==> config.mk <==
export PLATFORM = sky130hd
export DESIGN_NAME = vcu9p_mmcm_drp_ctrl
export DESIGN_NICKNAME = d
export VERILOG_FILES = /design/src/rtl/vcu9p_mmcm_drp_ctrl.sv
export SDC_FILE = /design/constraint.sdc
export NUM_CORES = 1
export LEC_CHECK = 0
export BUFFER_PORTS_ARGS = -buffer_cell sky130_fd_sc_hd__buf_2
export CAP_MARGIN = 20
export CORE_MARGIN = 3
export CORE_UTILIZATION = 38
export CTS_CLUSTER_DIAMETER = 40
export CTS_CLUSTER_SIZE = 40
export DETAILED_ROUTE_END_ITERATION = 12
export MAX_ROUTING_LAYER = met4
export PLACE_DENSITY = 0.6
export SYNTH_ARGS = -nofsm -noshare
export SYNTH_HDL_FRONTEND = slang
export SYNTH_SLANG_ARGS = --single-unit
export TNS_END_PERCENT = 30
==> constraint.sdc <==
create_clock -name i_clk -period 5.8 [get_ports i_clk]
set_input_delay 1.16 -clock i_clk [delete_from_list [all_inputs] [get_ports i_clk]]
set_output_delay 1.16 -clock i_clk [all_outputs]
set_load 0.05 [all_outputs]
==> src/rtl/vcu9p_mmcm_drp_ctrl.sv <==
// -----------------------------------------------------------------------------
// vcu9p_mmcm_drp_ctrl
// Runtime reconfiguration sequencer for an MMCME4. On a request it holds the
// MMCM in reset, read-modify-writes N_WR DRP registers taken from a constant
// configuration table, releases reset and waits (bounded) for lock.
//
// Ports
//   i_clk        controller / DRP clock (free-running MMCM input clock)
//   i_rst        synchronous active-high reset
//   i_req        one-cycle reconfiguration request
//   i_cfg_sel    configuration index, sampled with i_req
//   o_busy       sequence in progress
//   o_done       one-cycle pulse: sequence finished and MMCM locked
//   o_err        sticky error (bad index, DRDY timeout, lock timeout)
//   o_daddr/o_den/o_dwe/o_di, i_do/i_drdy   MMCM DRP port
//   o_mmcm_rst   MMCM RST
//   i_locked     MMCM LOCKED (asynchronous)
//   o_locked     i_locked after a 2-flop synchronizer
// -----------------------------------------------------------------------------
module vcu9p_mmcm_drp_ctrl #(
  parameter int unsigned N_CFG        = 2,
  parameter int unsigned N_WR         = 4,
  parameter logic [N_CFG*N_WR*39-1:0] CFG_TABLE = '0,
  parameter int unsigned DRDY_TIMEOUT = 64,
  parameter int unsigned LOCK_TIMEOUT = 65536
) (
  input  logic        i_clk,
  input  logic        i_rst,
  input  logic        i_req,
  input  logic [2:0]  i_cfg_sel,
  output logic        o_busy,
  output logic        o_done,
  output logic        o_err,
  output logic [6:0]  o_daddr,
  output logic        o_den,
  output logic        o_dwe,
  output logic [15:0] o_di,
  input  logic [15:0] i_do,
  input  logic        i_drdy,
  output logic        o_mmcm_rst,
  input  logic        i_locked,
  output logic        o_locked
);

  localparam int unsigned ENT_W   = 39;
  localparam int unsigned N_ENT   = N_CFG * N_WR;
  localparam int unsigned FI_W    = $clog2(N_ENT + 1);
  localparam int unsigned IDX_W   = (N_WR > 1) ? $clog2(N_WR) : 1;
  localparam int unsigned CNT_MAX = (LOCK_TIMEOUT > DRDY_TIMEOUT) ? LOCK_TIMEOUT : DRDY_TIMEOUT;
  localparam int unsigned CNT_W   = $clog2(CNT_MAX + 1);

  localparam logic [IDX_W-1:0] IDX_LAST  = IDX_W'(N_WR - 1);
  localparam logic [CNT_W-1:0] DRDY_LAST = CNT_W'(DRDY_TIMEOUT - 1);
  localparam logic [CNT_W-1:0] LOCK_LAST = CNT_W'(LOCK_TIMEOUT - 1);
  localparam logic [3:0]       N_CFG_V   = 4'(N_CFG);

  typedef enum logic [3:0] {
    ST_IDLE      = 4'd0,
    ST_RST_ON    = 4'd1,
    ST_RD        = 4'd2,
    ST_RD_WAIT   = 4'd3,
    ST_WR        = 4'd4,
    ST_WR_WAIT   = 4'd5,
    ST_RST_OFF   = 4'd6,
    ST_LOCK_WAIT = 4'd7,
    ST_ERR       = 4'd8
  } state_t;

  state_t           state_r, state_nxt_s;
  logic [2:0]       cfg_r;
  logic [IDX_W-1:0] idx_r, idx_nxt_s;
  logic [CNT_W-1:0] cnt_r, cnt_nxt_s;
  logic             accept_s, bad_req_s;
  logic             lock_meta_r;

  logic [FI_W-1:0]  flat_s;
  logic [ENT_W-1:0] entry_s;
  logic [6:0]       ent_addr_s;
  logic [15:0]      ent_mask_s, ent_data_s;

  logic             busy_nxt_s, done_nxt_s, err_nxt_s;
  logic             den_nxt_s, dwe_nxt_s, mmcm_rst_nxt_s;
  logic [6:0]       daddr_nxt_s;
  logic [15:0]      di_nxt_s;

  // State register.
  always_ff @(posedge i_clk) begin
    if (i_rst) begin
      state_r <= ST_IDLE;
    end else begin
      state_r <= state_nxt_s;
    end
  end

  // Next-state logic, including entry index and shared timeout counter.
  always_comb begin
    state_nxt_s = state_r;
    idx_nxt_s   = idx_r;
    cnt_nxt_s   = cnt_r;
    accept_s    = 1'b0;
    bad_req_s   = 1'b0;
    case (state_r)
      ST_IDLE: begin
        // A request coinciding with the done pulse is dropped.
        if (i_req && !o_done) begin
          if ({1'b0, i_cfg_sel} < N_CFG_V) begin
            accept_s    = 1'b1;
            idx_nxt_s   = '0;
            state_nxt_s = ST_RST_ON;
          end else begin
            bad_req_s = 1'b1;
          end
        end else begin
          state_nxt_s = ST_IDLE;
        end
      end
      ST_RST_ON: state_nxt_s = ST_RD;
      ST_RD: begin
        cnt_nxt_s   = '0;
        state_nxt_s = ST_RD_WAIT;
      end
      ST_RD_WAIT: begin
        if (i_drdy) begin
          state_nxt_s = ST_WR;
        end else if (cnt_r == DRDY_LAST) begin
          state_nxt_s = ST_ERR;
        end else begin
          cnt_nxt_s = cnt_r + CNT_W'(1);
        end
      end
      ST_WR: begin
        cnt_nxt_s   = '0;
        state_nxt_s = ST_WR_WAIT;
      end
      ST_WR_WAIT: begin
        if (i_drdy) begin
          if (idx_r == IDX_LAST) begin
            state_nxt_s = ST_RST_OFF;
          end else begin
            idx_nxt_s   = idx_r + IDX_W'(1);
            state_nxt_s = ST_RD;
          end
        end else if (cnt_r == DRDY_LAST) begin
          state_nxt_s = ST_ERR;
        end else begin
          cnt_nxt_s = cnt_r + CNT_W'(1);
        end
      end
      ST_RST_OFF: begin
        cnt_nxt_s   = '0;
        state_nxt_s = ST_LOCK_WAIT;
      end
      ST_LOCK_WAIT: begin
        // o_locked is forced low while the MMCM sits in reset, so a high
        // value here is a genuine post-reconfiguration lock.
        if (o_locked) begin
          state_nxt_s = ST_IDLE;
        end else if (cnt_r == LOCK_LAST) begin
          state_nxt_s = ST_ERR;
        end else begin
          cnt_nxt_s = cnt_r + CNT_W'(1);
        end
      end
      ST_ERR:  state_nxt_s = ST_IDLE;
      default: state_nxt_s = ST_IDLE;
    endcase
  end

  // Table lookup for the entry the next DRP access will use.
  always_comb begin
    flat_s  = FI_W'(cfg_r) * FI_W'(N_WR) + FI_W'(idx_nxt_s);
    entry_s = '0;
    for (int unsigned k = 0; k < N_ENT; k++) begin
      if (flat_s == FI_W'(k)) begin
        entry_s = CFG_TABLE[k*ENT_W +: ENT_W];
      end else begin
        entry_s = entry_s;
      end
    end
    ent_addr_s = entry_s[38:32];
    ent_mask_s = entry_s[31:16];
    ent_data_s = entry_s[15:0];
  end

  // Output decode: next values of the registered outputs.
  always_comb begin
    busy_nxt_s     = (state_nxt_s != ST_IDLE) && (state_nxt_s != ST_ERR);
    mmcm_rst_nxt_s = (state_nxt_s == ST_RST_ON) || (state_nxt_s == ST_RD) ||
                     (state_nxt_s == ST_RD_WAIT) || (state_nxt_s == ST_WR) ||
                     (state_nxt_s == ST_WR_WAIT);
    den_nxt_s      = (state_nxt_s == ST_RD) || (state_nxt_s == ST_WR);
    dwe_nxt_s      = (state_nxt_s == ST_WR);
    done_nxt_s     = (state_r == ST_LOCK_WAIT) && (state_nxt_s == ST_IDLE);
    if (den_nxt_s) begin
      daddr_nxt_s = ent_addr_s;
    end else begin
      daddr_nxt_s = o_daddr;
    end
    // Entering WR happens exactly on the RD_WAIT cycle where i_do is valid.
    if (state_nxt_s == ST_WR) begin
      di_nxt_s = (i_do & ent_mask_s) | (ent_data_s & ~ent_mask_s);
    end else begin
      di_nxt_s = o_di;
    end
    if (accept_s) begin
      err_nxt_s = 1'b0;
    end else if (bad_req_s || (state_nxt_s == ST_ERR)) begin
      err_nxt_s = 1'b1;
    end else begin
      err_nxt_s = o_err;
    end
  end

  // Datapath registers: selected configuration, entry index, timeout counter.
  always_ff @(posedge i_clk) begin
    if (i_rst) begin
      cfg_r <= 3'd0;
      idx_r <= '0;
      cnt_r <= '0;
    end else begin
      cfg_r <= accept_s ? i_cfg_sel : cfg_r;
      idx_r <= idx_nxt_s;
      cnt_r <= cnt_nxt_s;
    end
  end

  // Registered outputs.
  always_ff @(posedge i_clk) begin
    if (i_rst) begin
      o_busy     <= 1'b0;
      o_done     <= 1'b0;
      o_err      <= 1'b0;
      o_daddr    <= 7'd0;
      o_den      <= 1'b0;
      o_dwe      <= 1'b0;
      o_di       <= 16'd0;
      o_mmcm_rst <= 1'b0;
    end else begin
      o_busy     <= busy_nxt_s;
      o_done     <= done_nxt_s;
      o_err      <= err_nxt_s;
      o_daddr    <= daddr_nxt_s;
      o_den      <= den_nxt_s;
      o_dwe      <= dwe_nxt_s;
      o_di       <= di_nxt_s;
      o_mmcm_rst <= mmcm_rst_nxt_s;
    end
  end

  // Two-flop synchronizer for the asynchronous LOCKED input.
  always_ff @(posedge i_clk) begin
    if (i_rst) begin
      lock_meta_r <= 1'b0;
      o_locked    <= 1'b0;
    end else begin
      lock_meta_r <= i_locked;
      o_locked    <= lock_meta_r;
    end
  end

endmodule

==> results of run 1 <==
[cell type report]
class	count	area, sq um
clock buffer	5	68.8
clock inverter	3	20.0
fill	447	2590
inverter	4	15.0
multi-input combinational	164	1020
sequential	31	621
tap	52	65.1
timing repair buffer	14	72.6
[final timing paths]
kind,slack (ns),start,depth (start not counted),endpoint
setup / recovery,2.95,cnt_r[4]$_SDFFE_PP0P_,11,cnt_r[13]$_SDFFE_PP0P_
hold / removal,0.44,lock_meta_r$_SDFF_PP0_,1,o_locked$_SDFF_PP0_
setup reg to reg,2.95,cnt_r[4]$_SDFFE_PP0P_,11,cnt_r[13]$_SDFFE_PP0P_
hold reg to reg,0.44,lock_meta_r$_SDFF_PP0_,1,o_locked$_SDFF_PP0_
[placed cells by master (no fill, tap or decap), types with 5 or more instances in the layout]
master / n
conb_1: 23
nand2_1: 12
nor2_1: 33
nand2b_1: 5
clkbuf_8: 5
a21oi_1: 8
nand3_1: 7
dfxtp_1: 31
xnor2_1: 15
buf_2: 13
nor4_1: 6
nor2b_1: 5
[cells in the mapped netlist, drive strengths merged]
master | n | area [sq um]
nor3 | 6 | 46.3
or3b | 1 | 8.76
o32ai | 1 | 8.76
and3 | 4 | 30.0
nor4b | 3 | 38.8
nor2b | 5 | 31.3
a211oi | 2 | 20.0
clkbuf | 1 | 3.75
buf | 30 | 229
nand3 | 8 | 45.0
inv | 4 | 15.0
nand2 | 13 | 51.3
o31a | 1 | 8.76
or2 | 1 | 6.26
xnor2 | 15 | 131
and4 | 1 | 10.0
a211o | 1 | 8.76
a41oi | 1 | 8.76
conb | 1 | 3.75
o21ai | 2 | 13.8
nor4 | 10 | 87.6
o41ai | 1 | 8.76
a31oi | 1 | 12.5
dfxtp | 31 | 621
nor2 | 34 | 130
o22ai | 1 | 6.26
ha | 3 | 37.5
nor3b | 2 | 20.0
o2111a | 1 | 11.3
nand4 | 4 | 25.0
a21boi | 1 | 7.51
a21oi | 9 | 48.8
nand2b | 6 | 40.0
a311oi | 1 | 8.76
mux2i | 1 | 10.0
o31ai | 1 | 7.51
[critical path: cells and delay by family (launching register included)]
family | cells | cell delay, ns
AOI/OAI and AO/OA | 2 | 0.65
xor gates and xnor gates | 1 | 0.16
adders and majority gates | 1 | 0.21
DFF | 1 | 0.33
and+or+nand+nor | 7 | 1.36
[layer usage]
| layer | vias to the layer above | wire length [microns] |
|---|---|---|
| met5 | - | 0 |
| met1 | 631 | 1590 |
| li1 | 701 | - |
| met3 | 4 | 145 |
| met2 | 33 | 1430 |
| met4 | 0 | 41 |
[kinds of logic after synthesis]
kind of cell	count (synthesis)	synth area share
buffers and inverters	35	0.137
multiplexers	1	0.00556
XOR/XNOR	15	0.0729
flip-flops	31	0.344
AND/OR/NAND/NOR	98	0.317
other	1	0.00208
AO/OA/AOI/OAI	24	0.100
adder cells (fa/ha/maj)	3	0.0208
[report_power, final]
group / switching (mW) / internal, mW / total, mW
clock: 0.0823 / 0.0833 / 0.166
sequential: 0.0230 / 0.236 / 0.259
combinational: 0.162 / 0.0624 / 0.224
[through the flow]
stage | area, sq um | hold slack, ns
finish | 1880 | 0.442
global route | 1880 | 0.472
CTS | 1880 | 0.444
detailed placement | 1790 | 0.427
global placement | 1790 | 0.417
floorplan | 1880 | 0.414
==> flow_summary_export.csv, run 1 <==
group,metric,value,unit
run_status,status,"finished clean",
clock_network,ctsRootBufferMaster,"clkbuf_8",
placed_design,dp_slack,2.95,ns
logic_synthesis,synthCells,208,
worst_setup_path,startpoint_type,"register",
logic_synthesis,yosys_register_bits,31,
global_routing,grt_busiest_layer,"met1",
detailed_routing,vias,1369,
final_layout,regMostFlops,"cnt_r",
sta,maxSlewHeadroom,0.488,
final_layout,reg_top3,"cnt_r x17, state_r x4, idx_r x2",
pwr,p_leak,0.669,nW
worst_setup_path,cpMostUsedCell,"nor2_1",
floorplan,io-pin-count,54,
sta,max_freq,0.351,GHz
sta,setup_tns,0,ns
detailed_routing,drtAntennaViolNets,0,
logic_synthesis,syn_area,1800,sq um
detailed_routing,drc,0,
clock_network,htree_levels,2,
floorplan,dieArea,5600,sq um
logic_synthesis,syn_avg_cell_area,8.66,sq um
sta,finalSetupViolCount,0,
clock_network,post_cts_resized,0,
detailed_routing,vias_per_cell,5.01,
global_routing,antenna_found_initial,0,
final_layout,drive_gt1_frac,0.195,
worst_setup_path,worstPathMaxFanout,16,
placed_design,routabilityCongestion,0.820,
global_routing,grt_pass1_wl,5550,microns
worst_setup_path,path_class,"register to register",
floorplan,rows,24,
final_layout,utilization,0.421,
sta,finalHoldViolCount,0,
worst_setup_path,worst_path_max_delay_cell,"a211o_1",
sta,drv_slew,0,
detailed_routing,routed_wl,3210,microns
run,maxCapViolations,0,
final_layout,fin_nets,247,
detailed_routing,drt_iter0_drc,98,
floorplan,initial_core_util,0.403,
floorplan,chipWidth,74.9,microns
final_layout,antennaDiodeCount,0,
worst_setup_path,crit_chain,"and3_4, and4_2, nand4_1, nor2_1, ha_1, nor2_1, o22ai_1, a211o_1, nor4_1, xnor2_1, nor2_1",
logic_synthesis,synth_seq_area_share,0.344,
global_routing,grt_util_met3,0.0401,
clock_network,cts_buffer_depth,2,
worst_setup_path,cp.arrival,3.01,ns
worst_setup_path,cpPeakStageDelay,0.54,ns
final_layout,largest_reg_flops,17,
clock_network,cts_sinks,31,
floorplan,dieHeight,74.9,microns
final_layout,fin_cells,273,
detailed_routing,first_pass_iters,4,
clock_network,post_cts_buffers,0,
placed_design,hpwl,2320,microns
hold_path,min_path_type,"register to register",
worst_setup_path,required,5.97,ns
sta,setup_ws,2.95,ns
final_layout,syn2layout_area_growth,4.51,%
sta,tightest_slew,0.765,ns
global_routing,grt_start_max_net_pins,18,
detailed_routing,avgRoutedWirePerCell,11.8,microns
global_routing,grt_usage,0.133,
clock_network,cts_made_buffers,5,
global_routing,grt_util_met1,0.185,
pwr,p_total,0.648,mW
floorplan,coreArea,4470,sq um
placed_design,place_inst,265,
sta,finalCritPeriodShare,0.491,
logic_synthesis,synth.distinct_cells,51,
logic_synthesis,yosys_warnings,0,
sta,period_needed,2.85,ns
sta,rsz0062_at_grt,"false",
clock_network,cts_hold_buf,0,
global_routing,met2_usage,0.182,
pwr,ir_worst_vdd,0.000225,V
clock_network,cts_tree,"built",
clock_network,clkSlewWorstSetupHoldPaths,0.07,ns
sta,fin_skew,0.00758,ns
global_routing,grt_overflow,0,
placed_design,io_buffers,13,
clock_network,insertion_delay,0.28,ns
worst_setup_path,worstSetupEndpointType,"register",
global_routing,grt_pass1_vias,1217,
pwr,power_density,344,nW/um^2
Note: power is estimated with default switching activity, not from simulation.
==> run 2: changes to the inputs <==
Settings changed: PLACE_DENSITY 0.6 to 0.62.
Clock period 5.8 ns to 2.4 ns, I/O delays scaled along.
==> run 2 against run 1 <==
Utilization up 9.8 points; worst hold slack got worse by 0.051 ns; wire length is 24% higher; worst setup slack got worse by 2.9 ns; largest power group is now combinational cells; largest cell class unchanged.
==> flow_summary_export.csv, run 2 (synthesis results as in run 1) <==
group,metric,value,unit
run_status,status,"finished clean",
worst_setup_path,crit_chain,"and3_4, and4_4, nand4_1, nor2_2, ha_2, nor2_4, buf_4, nand2_1, a311oi_1, a21oi_2, buf_4, o2111a_1",
clock_network,htree_levels,2,
final_layout,syn2layout_area_growth,28.9,%
final_layout,drive_gt1_frac,0.355,
run,maxCapViolations,0,
pwr,power_density,855,nW/um^2
floorplan,dieHeight,74.9,microns
final_layout,utilization,0.519,
sta,finalSetupViolCount,0,
placed_design,routabilityCongestion,0.875,
clock_network,cts_hold_buf,0,
detailed_routing,avgRoutedWirePerCell,13.1,microns
final_layout,num-fill-cells,400,
worst_setup_path,cp.arrival,2.58,ns
detailed_routing,routed_wl,3980,microns
pwr,p_total,1.99,mW
clock_network,cts_tree,"built",
placed_design,io_buffers,13,
pwr,p_leak,0.867,nW
sta,max_freq,0.419,GHz
global_routing,grt_util_met3,0.0360,
placed_design,hpwl,2390,microns
detailed_routing,vias_per_cell,5.01,
global_routing,grt_pass1_wl,6340,microns
global_routing,antenna_found_initial,0,
final_layout,regMostFlops,"cnt_r",
detailed_routing,drc,0,
detailed_routing,vias,1517,
pwr,combinationalPowerShare,0.367,
clock_network,insertion_delay,0.29,ns
clock_network,cts_made_buffers,5,
global_routing,grt_overflow,0,
pwr,clock_power_share,0.316,
pwr,intPower,1.25,mW
pwr,ir_worst_vdd,0.000416,V
final_layout,largest_reg_flops,17,
worst_setup_path,startpoint_type,"register",
worst_setup_path,path_class,"register to register",
final_layout,antennaDiodeCount,0,
detailed_routing,drt_iter0_drc,118,
detailed_routing,drtAntennaViolNets,0,
global_routing,grt_busiest_layer,"met2",
worst_setup_path,required,2.59,ns
final_layout,fin_area,2320,sq um
final_layout,fin_nets,277,
placed_design,dpl_cell_area,1970,sq um
worst_setup_path,worst_path_max_delay_cell,"a311oi_1",
sta,drv_slew,0,
global_routing,grt_usage,0.153,
pwr,switchingPower,0.739,mW
floorplan,rows,24,
floorplan,chipWidth,74.9,microns
floorplan,coreArea,4470,sq um
sta,setup_tns,0,ns
sta,finalHoldViolCount,0,
final_layout,layout_common_cells,"nor2_1 (31), dfxtp_1 (28), buf_4 (28)",
sta,finalCritPeriodShare,0.995,
pwr,swShare,0.372,
clock_network,cts_buffer_depth,2,
floorplan,initial_core_util,0.403,
global_routing,grt_pass1_vias,1405,
final_layout,final_common_cell,"nor2_1",
global_routing,met2_usage,0.234,
worst_setup_path,worstPathMaxFanout,4,
sta,rsz0062_at_grt,"true",
sta,period_needed,2.39,ns
clock_network,clkSlewWorstSetupHoldPaths,0.07,ns
floorplan,dieArea,5600,sq um
worst_setup_path,worstSetupEndpointType,"register",
pwr,seq_power_share,0.316,
worst_setup_path,cpMostUsedCell,"buf_4",
sta,fin_skew,0.00515,ns
hold_path,min_path_type,"input pin to register",
global_routing,grt_start_max_net_pins,18,
clock_network,ctsRootBufferMaster,"clkbuf_8",
detailed_routing,first_pass_iters,4,
floorplan,io-pin-count,54,
final_layout,reg_top3,"cnt_r x17, state_r x4, idx_r x2",
clock_network,cts_sinks,31,
global_routing,grt_util_met1,0.189,
worst_setup_path,cpPeakStageDelay,0.41,ns
run 2: stage by stage:
step,setup slack (ns),std cells,hold slack (ns)
final,0.0125,303,0.391
after global routing,-0.125,303,0.456
after CTS,-0.0511,300,0.389
after detailed placement,-0.0968,283,0.427
after global placement,-0.0915,283,0.424
after floorplan,0.00776,230,0.414
run 2: final timing paths:
| path | from | end | depth (start not counted) | slack, ns |
|---|---|---|---|---|
| max reg2reg | cnt_r[3]$_SDFFE_PP0P_ | o_mmcm_rst$_SDFF_PP0_ | 12 | 0.01 |
| min reg2reg | lock_meta_r$_SDFF_PP0_ | o_locked$_SDFF_PP0_ | 1 | 0.44 |
| max | cnt_r[3]$_SDFFE_PP0P_ | o_mmcm_rst$_SDFF_PP0_ | 12 | 0.01 |
| min | i_locked | lock_meta_r$_SDFF_PP0_ | 2 | 0.39 |
run 2: layout make-up:
cell class / count / area, sq um / share of cell area
flip-flops and latches: 31 / 624 / 0.269
clock buffers: 5 / 68.8 / 0.0296
multi-input cells: 164 / 1150 / 0.497
inverters: 4 / 15.0 / 0.00647
repair buffers: 44 / 327 / 0.141
clock inverters: 3 / 67.6 / 0.0291
well taps: 52 / 65.1 / 0.0280
run 2: critical path, delay by kind of cell, from the launching register on:
family,cells,cell delay (ns)
adder cells (fa/ha/maj),1,0.20
AND/OR/NAND/NOR,6,0.70
flip-flops,1,0.32
AO/OA/AOI/OAI,3,0.75
buffers and inverters,2,0.30
run 2: power groups by stage:
| stage | combinational [mW] | clock (mW) | sequential (mW) |
|---|---|---|---|
| final | 0.729 | 0.628 | 0.629 |
| after global routing | 0.784 | 0.654 | 0.637 |
| after CTS | 0.710 | 0.635 | 0.622 |
| after detailed placement | 0.621 | 0 | 0.632 |
| after global placement | 0.618 | 0 | 0.632 |
| after floorplan | 0.437 | 0 | 0.702 |
run 2: layer usage:
metal	part of all wire	routed length, microns
met2	0.50	2000
met4	0.017	69
met3	0.041	162
met1	0.44	1750
met5	0	0
run 2: what timing repair did:
item,4_1_cts,5_1_grt
setup endpoints to repair,11,23
pin swaps,10,11
gates resized for setup,15,12
setup buffers,8,6
gates cloned,1,0
